[config.mk]
export PLATFORM = sky130hd
export DESIGN_NAME = muldiv_sequencer
export DESIGN_NICKNAME = d
export VERILOG_FILES = /design/src/rtl/muldiv_sequencer.sv
export SDC_FILE = /design/constraint.sdc
export NUM_CORES = 1
export LEC_CHECK = 0
export ABC_AREA = 0
export CORE_MARGIN = 3
export CORE_UTILIZATION = 41
export CTS_BUF_LIST = sky130_fd_sc_hd__clkbuf_4
export DETAILED_ROUTE_END_ITERATION = 6
export PLACE_DENSITY_LB_ADDON = 0.15
export SYNTH_ARGS = -nofsm -noshare
export SYNTH_HDL_FRONTEND = slang
export SYNTH_SLANG_ARGS = --single-unit
[constraint.sdc]
create_clock -name clk -period 8.55 [get_ports clk]
set_input_delay 0.855 -clock clk [delete_from_list [all_inputs] [get_ports clk]]
set_output_delay 0.855 -clock clk [all_outputs]
set_load 0.005 [all_outputs]
[src/rtl/muldiv_sequencer.sv]
// Iterative multiply/divide unit owning the HI/LO registers (shift-add multiplier, restoring divider).
// Define MULDIV_DIVIDE_EN to build the divider; without it div/divu are treated as no-ops.
module muldiv_sequencer #(
   parameter int WIDTH = 32
) (
   input  logic             clk,
   input  logic             rst,
   input  logic             valid,
   input  logic [5:0]       alu_control,
   input  logic [WIDTH-1:0] rs_val,
   input  logic [WIDTH-1:0] rt_val,
   output logic             stall,
   output logic             busy,
   output logic [WIDTH-1:0] hilo_rdata,
   output logic [WIDTH-1:0] hi,
   output logic [WIDTH-1:0] lo
);
   localparam int CW = $clog2(WIDTH) + 1;
   localparam logic [5:0] OP_MFHI  = 6'd16;
   localparam logic [5:0] OP_MTHI  = 6'd17;
   localparam logic [5:0] OP_MFLO  = 6'd18;
   localparam logic [5:0] OP_MTLO  = 6'd19;
   localparam logic [5:0] OP_MULT  = 6'd24;
   localparam logic [5:0] OP_MULTU = 6'd25;
   localparam logic [5:0] OP_DIV   = 6'd26;
   localparam logic [5:0] OP_DIVU  = 6'd27;

`ifdef MULDIV_DIVIDE_EN
   typedef enum logic [1:0] {IDLE, MUL, DIV, FIX} state_t;
`else
   typedef enum logic [1:0] {IDLE, MUL, FIX} state_t;
`endif

   function automatic logic [WIDTH-1:0] neg_w(input logic [WIDTH-1:0] v, input logic en);
      return en ? (~v) + WIDTH'(1) : v;
   endfunction

   function automatic logic [2*WIDTH-1:0] neg_2w(input logic [2*WIDTH-1:0] v, input logic en);
      return en ? (~v) + (2*WIDTH)'(1) : v;
   endfunction

   state_t                 state;
   logic [2*WIDTH-1:0]     acc;
   logic [WIDTH-1:0]       opb;
   logic                   neg_q;
   logic [CW-1:0]          cnt;
   logic signed [WIDTH-1:0] rs_s, rt_s;
   logic                   is_mul, is_divop, is_md, is_mv, is_hl, signed_op, sign_a, sign_b;
   logic [WIDTH-1:0]       mag_a, mag_b;
   logic [WIDTH:0]         mul_sum;
`ifdef MULDIV_DIVIDE_EN
   logic                   neg_r, op_div;
   logic [WIDTH-1:0]       rs_raw;
   logic [WIDTH:0]         div_shift, div_diff;
`endif

   always_comb begin
      rs_s      = $signed(rs_val);
      rt_s      = $signed(rt_val);
      is_mul    = (alu_control == OP_MULT) || (alu_control == OP_MULTU);
`ifdef MULDIV_DIVIDE_EN
      is_divop  = (alu_control == OP_DIV) || (alu_control == OP_DIVU);
`else
      is_divop  = 1'b0;
`endif
      is_md     = is_mul || is_divop;
      is_mv     = (alu_control >= OP_MFHI) && (alu_control <= OP_MTLO);
      is_hl     = is_md || is_mv;
      signed_op = (alu_control == OP_MULT) || (alu_control == OP_DIV);
      sign_a    = signed_op && (rs_s < 0);
      sign_b    = signed_op && (rt_s < 0);
      mag_a     = neg_w(rs_val, sign_a);
      mag_b     = neg_w(rt_val, sign_b);
      mul_sum   = {1'b0, acc[2*WIDTH-1:WIDTH]} + (acc[0] ? {1'b0, opb} : '0);
`ifdef MULDIV_DIVIDE_EN
      div_shift = {acc[2*WIDTH-1:WIDTH], acc[WIDTH-1]};
      div_diff  = div_shift - {1'b0, opb};
`endif
   end

   // Only an accepted HL op may touch HI/LO, so any HL op arriving mid-operation is held off.
   assign stall = valid && busy && is_hl;

   always_comb begin
      hilo_rdata = '0;
      if (alu_control == OP_MFHI)      hilo_rdata = hi;
      else if (alu_control == OP_MFLO) hilo_rdata = lo;
   end

   always_ff @(posedge clk) begin
      if (rst) begin
         state <= IDLE;
         busy  <= 1'b0;
         hi    <= '0;
         lo    <= '0;
         cnt   <= '0;
      end else begin
         case (state)
            IDLE: begin
               if (valid && is_md) begin
                  // Low half of acc holds multiplier (MUL) or dividend/quotient shift register (DIV).
                  acc   <= {{WIDTH{1'b0}}, mag_a};
                  opb   <= mag_b;
                  neg_q <= sign_a ^ sign_b;
                  cnt   <= '0;
                  busy  <= 1'b1;
`ifdef MULDIV_DIVIDE_EN
                  neg_r  <= sign_a;
                  rs_raw <= rs_val;
                  op_div <= is_divop;
                  state  <= is_divop ? DIV : MUL;
`else
                  state  <= MUL;
`endif
               end else if (valid && alu_control == OP_MTHI) begin
                  hi <= rs_val;
               end else if (valid && alu_control == OP_MTLO) begin
                  lo <= rs_val;
               end
            end
            MUL: begin
               acc <= {mul_sum, acc[WIDTH-1:1]};
               cnt <= cnt + CW'(1);
               if (cnt == CW'(WIDTH - 1)) state <= FIX;
            end
`ifdef MULDIV_DIVIDE_EN
            DIV: begin
               acc <= div_diff[WIDTH] ? {div_shift[WIDTH-1:0], acc[WIDTH-2:0], 1'b0}
                                      : {div_diff[WIDTH-1:0], acc[WIDTH-2:0], 1'b1};
               cnt <= cnt + CW'(1);
               if (cnt == CW'(WIDTH - 1)) state <= FIX;
            end
`endif
            FIX: begin
`ifdef MULDIV_DIVIDE_EN
               if (op_div) begin
                  if (opb == '0) begin
                     lo <= '1;
                     hi <= rs_raw;
                  end else begin
                     lo <= neg_w(acc[WIDTH-1:0], neg_q);
                     hi <= neg_w(acc[2*WIDTH-1:WIDTH], neg_r);
                  end
               end else
`endif
               begin
                  {hi, lo} <= neg_2w(acc, neg_q);
               end
               busy  <= 1'b0;
               state <= IDLE;
            end
            default: begin
               busy  <= 1'b0;
               state <= IDLE;
            end
         endcase
      end
   end
endmodule

## Word level (Yosys, flattened, before mapping)

Index checks and enable logic that the tools add are counted.

| operators by class | value |
|---|---|
| reduce and logical (&&, ||, !) cells | 21 |
| mux-type cells | 22 |
| add/sub/neg operators | 5 |
| order comparisons | 4 |
| bitwise gates (word level) | 6 |
| equal/unequal tests | 16 |

Operators with widths:

| kind | number |
|---|---|
| 32-bit 2-to-1 mux | 10 |
| 64-bit 2-to-1 mux | 2 |
| 32-bit case mux with 2 select lines | 2 |
| 64-bit case mux with 2 select lines | 1 |
| 32-bit by 1-bit adder with 32-bit output (second input constant) | 2 |
| 64-bit by 1-bit adder with 64-bit output (second input constant) | 1 |
| 32-bit by 1-bit less-than comparator with 1-bit output (second input constant) | 2 |
| 32-bit inverter | 2 |
| 64-bit inverter | 1 |
| 6-bit by 5-bit == test with 1-bit output (second input constant) | 8 |
| 32-bit by 32-bit adder with 33-bit output | 1 |
| 2-bit inequality test (second input constant) | 6 |
| 6-bit case mux with 2 select lines | 1 |
| 3-bit AND reduction | 3 |
| 1-bit logical AND | 8 |
| 6-bit by 1-bit adder with 6-bit output (second input constant) | 1 |
| 6-bit by 5-bit >= comparator with 1-bit output (second input constant) | 1 |
| 6-bit by 5-bit <= comparator with 1-bit output (second input constant) | 1 |
| 6-bit 2-to-1 mux | 1 |
| 2-bit AND reduction | 3 |
| 2-bit 2-to-1 mux | 2 |
| 2-bit case mux with 2 select lines | 1 |
| 4-bit AND reduction | 1 |
| 2-bit nonzero test | 2 |
| other kinds (8) | 11 |

| storage, ports and cells | value |
|---|---|
| register bits | 170 |
| input port bits | 73 |
| word-level logic and storage cells | 82 |
| output and inout port bits | 98 |

## Depth between registers and ports, before layout

Gate-level depths: netlist of run 1.

| logic depth | value |
|---|---|
| word-level depth | 6 |
| gate-level depth with buffers | 12 |
| gate-level depth less buffers | 10 |

## Worst setup path after synthesis of run 1

No wires, ideal clock.

| path | value |
|---|---|
| path kind | in2reg |
| start point | input port rst |
| end point | register acc[0], enable pin |
| setup time | 0.565 ns |
| required time | 7.985 ns |
| arrival | 5.673 ns |
| path buffers | 2 |
| stages on the path | 3 |
| slack | 2.313 ns |
| path through | clkbuf_1 > clkbuf_1 > nor3_1 |

| on the way | value |
|---|---|
| cells in the longest elaborated chain, start to end | 2 |

RTL lines:

| element | line | text |
|---|---|---|
| from (decl) | 7 | `input logic rst,` |
| 1-bit inverter (no line) | -- |  |
| 3-bit AND reduction (no line) | -- |  |
| to (signal assigned) | 102 | `acc <= {{WIDTH{1'b0}}, mag_a};` |
| to (signal assigned) | 122 | `acc <= {mul_sum, acc[WIDTH-1:1]};` |
| to (decl) | 43 | `logic [2*WIDTH-1:0] acc;` |

Every way passes these cells.
A chain may end at the register's enable or synchronous reset.

## Worst setup path after layout of run 1

| path | value |
|---|---|
| start point | input port alu_control[0] |
| end point | output port hilo_rdata[15] |

| on the way | value |
|---|---|
| cells in the longest elaborated chain, start to end | 3 |
| elaborated cells on any way between the ends | 4 |

RTL lines:

| element | line | text |
|---|---|---|
| from (decl) | 9 | `input logic [5:0] alu_control,` |
| 6-bit by 5-bit == test with 1-bit output | 87 | `else if (alu_control == OP_MFLO) hilo_rdata = lo;` |
| 32-bit 2-to-1 mux | 87 |  |
| 32-bit 2-to-1 mux * | 86 | `if (alu_control == OP_MFHI) hilo_rdata = hi;` |
| to (decl) | 14 | `output logic [WIDTH-1:0] hilo_rdata,` |

Mark *: on every way between the ends. The rest lies on a longest branch, timed or not.

==> metrics.md, run 1 <==
| Metric | Value |
|---|---|
| Detail Route Antenna Nets | `0` |
| Remaining DRCs | `0` |
| Core Region | `0.0270 sq mm` |
| TritonRoute pass-1 iters | `5` |
| Syn Nets | `1,354` |
| Final worst slack | `4.60 ns` |
| Multiplexer share of the synthesized area | `3.29%` |
| Sw power | `375 uW` |
| Ys Warns | `0` |
| Mapped Area | `0.0113 sq mm` |
| Internal power | `1.06 mW` |
| XOR/XNOR Fraction of Synth Area | `11.3%` |
| Status | `finished, final reports clean` |
| Register area share after synthesis | `38.9%` |
| Synth area leader | `edfxtp_1` |
| Static leakage | `4.78 nW` |
| DP HPWL | `26.0 mm` |
| Complex-gate fraction of the synthesized area | `21.2%` |
| DIE AREA | `0.0295 sq mm` |
| Syn avg cell area | `9.05 sq um` |
| Top FF cell, synth | `edfxtp_1` |
| Number of synthesized register bits | `170` |
| # nets final | `1,484` |
| GPL Wtd Cong | `0.910` |
| Commonest non-fill, non-tap cell in the layout | `clkdlybuf4s50_1` |
| Chip width | `172 microns` |
| Fraction of registers with async set or reset after synthesis | `0%` |
| Min Hold Slack | `0.494 ns` |
| Via count | `10,000` |
| Pwr Density | `106 mW/mm^2` |
| Number of CTS-inserted buffers | `17` |
| CTS tree | `done` |
| Combinational power share | `9.2%` |
| Worst-path maximum fanout | `32` |
| Crit Path Category | `in -> out` |
| Final Cycle Share | `46.2%` |
| IO Count | `171` |
| Tmin final | `3.95 ns` |
| Vias in the first global route | `9,375` |
| FMAX | `253 MHz` |
| Sw Share | `26.2%` |
| Clock insertion delay at the later pin of the skew report | `0.58 ns` |
| First-pass GRT wire length | `52.9 mm` |
| Largest family of logic cells by synthesized area | `compound AO/OA/AOI/OAI gates` |
| Area contributors post-synth | `edfxtp_1 (26%), dfxtp_1 (13%), xor2_1 (6.3%)` |
| Req. time, crit path | `7.70 ns` |
| Cell Rows | `60` |
| Flop pwr share | `60.9%` |
| Post-synth EDFFs | `97` |
| Distinct cells, synth | `62` |
| Post-CTS Resized | `0` |
| RSZ-0062 raised after global routing | `false` |
| Final hold viol count | `0` |
| Routed Wire Length | `34.8 mm` |
| WP data arrival | `3.10 ns` |
| Most frequent cells in the layout | `clkdlybuf4s50_1 (168), nor2_1 (109), edfxtp_1 (97)` |
| Clock power frac | `29.9%` |
| Vias per cell | `5.79` |
| Area grow syn2layout | `19.8%` |
| Gate Count Post-Synth | `1,244` |
| Clock Pin Slew Worst Setup and Hold Paths | `0.16 ns` |
| Adder-Cell Fraction of Synth Area | `4.18%` |
| Clock sink total | `170` |
| Largest net degree at the start of global routing | `76` |
| Dpl ws | `4.53 ns` |
| Number of port buffers | `170` |
| Layout cell share with drive strength beyond 1 | `6.13%` |
| IR Drop Worst-Case VDD | `0.0000551 V` |
| Final-report setup violation count | `0` |
| Max_cap viols | `0` |
| Die span in y | `172 microns` |
| Post-Synth Simple-Gate Area | `18.2%` |
| Clock skew | `0.0321 ns` |
| Grt ovf | `0` |
| Max-Slew Margin vs Limit | `38.4%` |
| Worst-Margin Slew | `0.924 ns` |
| Startpoint Class | `input port` |
| Critical path capture point type | `output port` |
| Top-area cell type share of the netlist area | `25.9%` |
| Starting Density | `41.8%` |
| Final setup TNS | `0 ns` |
| Antenna violations before repair | `1` |
| Root Driver | `clkbuf_4` |
| # hold bufs at CTS | `0` |
| CTS Buffer Depth | `2` |
| Final Max Tran Viols | `0` |
| Worst min path class | `reg -> reg` |
| Routed length per placed instance | `20.1 microns` |
| GRT Total Usage | `23.1%` |
| H-tree Lvls | `4` |
| Post-CTS setup buffers | `0` |
| Initial DRC count | `791` |
-- layer usage --
| layer | vias to the layer above | track usage [%] | share of wire, % |
|---|---|---|---|
| li1 | 4905 | - | - |
| met1 | 4759 | 30.8 | 45 |
| met2 | 322 | 40.1 | 48 |
| met3 | 31 | 2.46 | 5.2 |
| met4 | 0 | 5.98 | 1.7 |
| met5 | - | 0 | 0 |
-- cells by family (layout without fill, tap and decap cells) --
logic type | after synthesis | count (layout)
and+or+nand+nor | 398 | 398
AOI/OAI and AO/OA | 366 | 366
DFF | 170 | 170
xor gates and xnor gates | 145 | 145
buffers and inverters | 91 | 234
adders and majority gates | 37 | 37
muxes | 37 | 37
other | 0 | 1
-- power by group through the flow --
stage          Clock [mW]  Sequential, mW  Combinational, mW
6_report            0.429           0.871              0.131
2_1_floorplan           0           0.888             0.0600
4_1_cts             0.442           0.871              0.131
3_3_place_gp            0           0.889              0.129
5_1_grt             0.468           0.872              0.142
3_5_place_dp            0           0.889              0.131
-- synthesized netlist by cell type, types with 28 or more instances --
cell type  number
nand2_1        95
ha_1           36
o21ai_0        84
o22ai_1        53
o31ai_1        28
edfxtp_1       97
mux2i_1        37
a21oi_1        62
a22oi_1        58
xor2_1         81
nor2_1        109
xnor2_1        64
and2_1         40
clkbuf_1       68
dfxtp_1        73
-- final cells by class --
type                    instances  area, sq um
fillers                      2582        13500
multi-input cells             983         6580
flip-flops and latches        170         4370
repair buffers                186         1810
well taps                     341          427
clock buffers                  20          150
clock inverters                12         88.8
inverters                      16         60.1
diodes                          1         2.50
-- through the flow --
| step | cells | area (sq um) | power, mW | util (%) |
|---|---|---|---|---|
| finish | 1729 | 13500 | 1.43 | 50.1 |
| global route | 1729 | 13500 | 1.48 | 50.1 |
| CTS | 1728 | 13500 | 1.44 | 50.0 |
| detailed placement | 1696 | 13200 | 1.02 | 49.2 |
| global placement | 1696 | 13200 | 1.02 | 49.2 |
| floorplan | 1244 | 11300 | 0.948 | - |
-- state kept, by name, summed over array words and instances (netlist names) --
name,count
cnt,6
acc,64
busy,1
state,2
opb,32
neg_q,1
hi,32
lo,32
-- final timing paths --
path	end	start	slack [ns]	cells past startpoint
max	hilo_rdata[15]	alu_control[0]	4.60	6
min	lo[6]	lo[6]	0.49	2
max reg2reg	acc[61]	acc[0]	4.72	11
min reg2reg	lo[6]	lo[6]	0.49	2
-- critical path, cell delays in order --
cell	delay, ns
clkdlybuf4s50_1	0.46
nor4b_1	0.69
nand2b_1	0.10
buf_4	0.27
nor2_1	0.17
clkdlybuf4s50_1	0.52
Note: power is estimated with default switching activity, not from simulation.
==> run 2, diff against run 1 <==
clock period = 3.25 ns   (was 8.55 ns; I/O delays follow)
==> metrics.md, run 2 (same netlist as run 1, synthesis figures left out) <==
| Metric | Value |
|---|---|
| TritonRoute pass-1 iters | `6 (+1)` |
| Area grow syn2layout | `23.2%` |
| Vias in the first global route | `9,479 (+1.1%)` |
| Cell Rows | `60 (unchanged)` |
| Max-Slew Margin vs Limit | `42.7% (+4.3 points)` |
| GPL Wtd Cong | `0.916 (+0.69%)` |
| Static leakage | `4.98 nW (+4.1%)` |
| # hold bufs at CTS | `0 (unchanged)` |
| Startpoint Class | `flop` |
| FMAX | `322 MHz` |
| H-tree Lvls | `4 (unchanged)` |
| # nets final | `1,517 (+2.2%)` |
| Crit Path Category | `reg -> reg` |
| Antenna violations before repair | `2 (+1)` |
| Final Cycle Share | `95.7%` |
| Met1 wire length | `15.7 mm (+1.2%)` |
| Starting Density | `41.8% (unchanged)` |
| Pwr Density | `281 mW/mm^2 (+160%)` |
| Seq. cell area | `0.00437 sq mm (unchanged)` |
| Reg with most FFs | `acc` |
| Worst-path maximum fanout | `4 (-88%)` |
| Finished Core Util | `51.5% (+1.4 points)` |
| Root Driver | `clkbuf_4` |
| IO Count | `171 (unchanged)` |
| Grt ovf | `0 (unchanged)` |
| Worst-Margin Slew | `0.860 ns (-0.0647 ns)` |
| Clock insertion delay at the later pin of the skew report | `0.60 ns (+0.02 ns)` |
| Chip width | `172 microns (unchanged)` |
| Final Max Tran Viols | `0 (unchanged)` |
| Initial DRC count | `846 (+7.0%)` |
| Die span in y | `172 microns (unchanged)` |
| Clock sink total | `170 (unchanged)` |
| Remaining DRCs | `0 (unchanged)` |
| Number of port buffers | `170 (unchanged)` |
| Clock Pin Slew Worst Setup and Hold Paths | `0.18 ns (+0.02 ns)` |
| Max_cap viols | `0 (unchanged)` |
| Commonest non-fill, non-tap cell in the layout | `clkdlybuf4s50_1` |
| Worst min path class | `in -> reg` |
| CTS Buffer Depth | `2 (unchanged)` |
| RSZ-0062 raised after global routing | `false` |
| DP HPWL | `27.2 mm (+4.6%)` |
| First-pass GRT wire length | `54.4 mm (+2.9%)` |
| Routed length on met3 | `1.95 mm (+8.0%)` |
| Vias per cell | `5.85 (+1.0%)` |
| Status | `finished, final reports clean` |
| Routed length per placed instance | `20.2 microns (+0.46%)` |
| Critical path capture point type | `flop` |
| Hold Crit Depth | `2 (unchanged)` |
| DIE AREA | `0.0295 sq mm (unchanged)` |
| Largest net degree at the start of global routing | `59 (-22%)` |
| Routed Wire Length | `35.6 mm (+2.4%)` |
| Met2 routed WL | `17.4 mm (+3.0%)` |
| Final-report setup violation count | `0 (unchanged)` |
| Most frequent cells in the layout | `clkdlybuf4s50_1 (168), nor2_1 (109), edfxtp_1 (97)` |
| Core Region | `0.0270 sq mm (unchanged)` |
| Pwr Total | `3.89 mW (+170%)` |
| Top Layer Used | `met5` |
| Layout cell share with drive strength beyond 1 | `8.59% (+2.5 points)` |
| Detail Route Antenna Nets | `0 (unchanged)` |
| Area of the multi-input gates | `0.00661 sq mm (+0.57%)` |
| Fillers | `2,511 (-2.7%)` |
| Number of CTS-inserted buffers | `17 (unchanged)` |
| Tmin final | `3.11 ns` |
| Clock skew | `0.0444 ns (+0.0123 ns)` |
| Final hold viol count | `0 (unchanged)` |
| Post-CTS setup buffers | `0 (unchanged)` |
| GRT Total Usage | `23.7% (+0.60 points)` |
| CTS tree | `done` |
| IR Drop Worst-Case VDD | `0.000171 V (+210%)` |
| Via count | `10,300 (+3.0%)` |
| Cells on worst reg2reg path | `10 (-1)` |
| WP data arrival | `3.48 ns (+0.38 ns)` |
| Largest register FFs | `64 (unchanged)` |
| Req. time, crit path | `3.62 ns (-4.08 ns)` |
run 2: cell count changes in the layout (fill, tap and decap cells not counted), moves of 3 or more:
| cell | previous run | this run |
|---|---|---|
| buf_12 | 0 | 4 |
| clkinv_8 | 0 | 3 |
| clkinvlp_4 | 3 | 0 |
| buf_4 | 16 | 45 |
run 2: worst paths after layout:
path                            startpoint  endpoint  slack [ns]
worst max-delay path                acc[0]   acc[61]        0.14
worst min register to register       lo[6]     lo[6]        0.51
worst max register to register      acc[0]   acc[61]        0.14
worst min-delay path                   rst     lo[3]        0.12
run 2: repair_timing:
item / in CTS / in global routing
resized for setup: 0 / 3
endpoints found under the hold margin: 0 / 0
endpoints found under the setup margin: 0 / 3
run 2: cell type report:
class / count / share of cell area (%)
multi-input cells: 983 / 47.7
flip-flops and latches: 170 / 31.5
repair buffers: 219 / 15.2
well taps: 341 / 3.08
clock inverters: 14 / 1.06
clock buffers: 18 / 0.974
inverters: 16 / 0.433
diodes: 1 / 0.0180
run 2: critical path, stage by stage (launching register included):
cell      delay (ns)
edfxtp_1        0.46
and2_1          0.17
ha_1            0.21
fa_1            0.42
a211oi_2        0.25
o21ai_1         0.12
o2111a_1        0.30
o31ai_2         0.37
o41ai_1         0.14
or3_1           0.35
nor3b_1         0.14
run 2: per-layer routing:
| layer | track usage (%) | vias to the layer above |
|---|---|---|
| met3 | 3.17 | 37 |
| met2 | 41.2 | 353 |
| li1 | - | 4971 |
| met4 | 5.67 | 2 |
| met5 | 0 | - |
| met1 | 31.3 | 4951 |
run 2: report_power, final:
| group | internal (mW) | switching, mW | leakage [nW] |
|---|---|---|---|
| registers | 2.28 | 0.0123 | 1.49 |
| logic | 0.172 | 0.188 | 3.34 |
| clock network | 0.356 | 0.886 | 0.155 |
run 2: stage by stage:
| stage | setup TNS [ns] | std cells | worst slack (ns) | hold WS (ns) | instance area [sq um] |
|---|---|---|---|---|---|
| floorplan | -0.00983 | 1244 | -0.00983 | 0.424 | 11300 |
| global placement | 0 | 1729 | 0.145 | 0.488 | 13600 |
| detailed placement | 0 | 1729 | 0.0862 | 0.495 | 13600 |
| CTS | 0 | 1761 | 0.0436 | 0.0762 | 13900 |
| global route | 0 | 1762 | 0.0135 | 0.121 | 13900 |
| finish | 0 | 1762 | 0.140 | 0.119 | 13900 |
==> run 3, diff against run 2 <==
GPL_TIMING_DRIVEN = 0   (was not set)
==> metrics.md, run 3 (same netlist as run 1, synthesis figures left out) <==
| Metric | Value |
|---|---|
| Worst-path maximum fanout | `3 (-1)` |
| Routed Wire Length | `39.3 mm (+10%)` |
| First-pass GRT wire length | `58.6 mm (+7.7%)` |
| IR Drop Worst-Case VDD | `0.000183 V (+7.1%)` |
| Cells on worst reg2reg path | `11 (+1)` |
| Pwr Density | `278 mW/mm^2 (-1.1%)` |
| Status | `finished with violations` |
| Max_cap viols | `0 (unchanged)` |
| Hold Crit Start | `rs_val[21]` |
| TritonRoute pass-1 iters | `5 (-1)` |
| Cell Rows | `60 (unchanged)` |
| Remaining DRCs | `0 (unchanged)` |
| Tmin final | `3.29 ns (+0.181 ns)` |
| Chip width | `172 microns (unchanged)` |
| GPL Wtd Cong | `0.922 (+0.68%)` |
| RSZ-0062 raised after global routing | `true` |
| Seq. cell area | `0.00437 sq mm (unchanged)` |
| RR Startpoint | `acc[0]` |
| Crit Path Category | `reg -> reg` |
| Vias in the first global route | `10,100 (+6.7%)` |
| Internal power | `2.78 mW (-0.87%)` |
| Initial DRC count | `927 (+9.6%)` |
| Via count | `10,600 (+2.8%)` |
| Reg with most FFs | `acc` |
| Static leakage | `4.96 nW (-0.29%)` |
| Failing checks | `setup timing` |
| Reg-to-reg setup timing slack | `-0.04 ns (-0.18 ns)` |
| Area of the multi-input gates | `0.00670 sq mm (+1.3%)` |
| Core Region | `0.0270 sq mm (unchanged)` |
| Number of CTS-inserted buffers | `17 (unchanged)` |
| Worst-Margin Slew | `1.38 ns (+0.524 ns)` |
| Area grow syn2layout | `24.2%` |
| Starting Density | `41.8% (unchanged)` |
| Detail Route Antenna Nets | `0 (unchanged)` |
| Grt ovf | `0 (unchanged)` |
| Die span in y | `172 microns (unchanged)` |
| Most frequent cells in the layout | `clkdlybuf4s50_1 (168), nor2_1 (109), edfxtp_1 (97)` |
| Largest register FFs | `64 (unchanged)` |
| Startpoint Class | `flop` |
| WP data arrival | `3.61 ns (+0.13 ns)` |
| Clock insertion delay at the later pin of the skew report | `0.61 ns (about the same)` |
| Fillers | `2,555 (+1.8%)` |
| # nets final | `1,554 (+2.4%)` |
| Hold Path End | `hi[21]` |
| Flop pwr share | `59.0% (about the same)` |
| Final worst slack | `-0.0410 ns (-0.181 ns)` |
| DIE AREA | `0.0295 sq mm (unchanged)` |
| Design Area, Final | `0.0140 sq mm (+0.79%)` |
| Antenna violations before repair | `1 (-1)` |
| GRT Total Usage | `26.1% (+2.4 points)` |
| Commonest non-fill, non-tap cell in the layout | `clkdlybuf4s50_1` |
| Layout cell share with drive strength beyond 1 | `6.73% (-1.9 points)` |
| Routed length per placed instance | `21.9 microns (+8.2%)` |
| Critical path capture point type | `flop` |
| Final-report setup violation count | `1 (+1)` |
| IO Count | `171 (unchanged)` |
| Req. time, crit path | `3.56 ns (-0.06 ns)` |
| Root Driver | `clkbuf_4` |
| Largest net degree at the start of global routing | `19 (-68%)` |
| Worst R2R End | `acc[61]` |
| H-tree Lvls | `4 (unchanged)` |
| Number of port buffers | `168 (-1.2%)` |
| Final Cycle Share | `101% (+5.6 points)` |
| FMAX | `304 MHz (-5.5%)` |
| CTS tree | `done` |
| CTS Buffer Depth | `2 (unchanged)` |
| Worst min path class | `in -> reg` |
| # hold bufs at CTS | `0 (unchanged)` |
| Max-Slew Margin vs Limit | `6.88% (-36 points)` |
| Sw Share | `28.3% (+0.42 points)` |
| Clock power frac | `31.5% (-0.4 points)` |
| DP HPWL | `30.8 mm (+13%)` |
| Hold Crit Depth | `3 (+1)` |
| Final setup TNS | `-0.0410 ns (-0.0410 ns)` |
| Final hold viol count | `0 (unchanged)` |
| Vias per cell | `5.89 (+0.69%)` |
| Sw power | `1.10 mW (+1.2%)` |
| Combinational power share | `9.5% (+0.3 points)` |
| Post-DP Area | `0.0135 sq mm (-0.53%)` |
| Clock Pin Slew Worst Setup and Hold Paths | `0.18 ns (about the same)` |
| Clock skew | `0.0388 ns (-0.00560 ns)` |
| Final Max Tran Viols | `0 (unchanged)` |
| Clock sink total | `170 (unchanged)` |
run 3: cell count changes in the layout (fill, tap and decap cells not counted), sizes merged:
cell / change
clkinv: -2
inv: +3
clkbuf: +64
buf: -28
run 3: power by group through the flow:
stage,Combinational [mW],Clock [mW],Sequential [mW]
6_report,0.370,1.22,2.29
5_1_grt,0.396,1.33,2.29
4_1_cts,0.365,1.24,2.29
3_5_place_dp,0.361,0,2.34
3_3_place_gp,0.355,0,2.34
2_1_floorplan,0.159,0,2.34
run 3: critical path: stages (launching register included):
cell      delay (ns)
edfxtp_1        0.53
clkbuf_8        0.19
and2_4          0.15
ha_4            0.17
fa_2            0.36
a211oi_2        0.25
o21ai_2         0.11
o2111a_2        0.30
o31ai_4         0.35
o41ai_4         0.16
or3_1           0.31
nor3b_1         0.14
run 3: worst max path at each step:
stage | from | cells past startpoint | to | slack (ns)
after floorplan | acc[0] | 12 | acc[59] | -0.01
after global placement | rst | 4 | acc[53] | -1.30
after detailed placement | acc[0] | 12 | acc[61] | -0.66
after CTS | acc[0] | 11 | acc[61] | -0.05
after global routing | acc[0] | 11 | acc[61] | -0.13
final | acc[0] | 11 | acc[61] | -0.04
run 3: layer usage:
metal | vias up | GRT usage [%] | wire [microns]
li1 | 5055 | - | -
met1 | 5063 | 32.5 | 16400
met2 | 410 | 45.9 | 19200
met3 | 75 | 3.36 | 2200
met4 | 0 | 10.3 | 1580
met5 | - | 0 | 0
run 3: what timing repair did:
item                                    CTS  global route
setup buffers                             8             2
gates cloned                              0             0
pin swaps                                 7            11
resized for setup                        17            19
endpoints found under the setup margin   46            20
run 3: cell type report:
type,instances,area share [%]
flip-flops and latches,170,31.3
clock inverters,15,0.940
plain buffers,73,2.07
diodes,1,0.0179
multi-input cells,983,48.0
clock buffers,17,0.913
well taps,341,3.05
inverters,16,0.430
repair buffers,183,13.3
run 3: metrics by stage:
step | hold slack (ns) | utilization (%) | std cells | worst slack [ns] | total power, mW
floorplan | 0.424 | - | 1244 | -0.00983 | 2.49
global placement | 0.482 | 49.7 | 1753 | -1.30 | 2.69
detailed placement | 0.492 | 50.1 | 1758 | -0.655 | 2.70
CTS | 0.186 | 51.6 | 1796 | -0.0487 | 3.90
global route | 0.216 | 51.9 | 1799 | -0.128 | 4.02
finish | 0.231 | 51.9 | 1799 | -0.0410 | 3.88
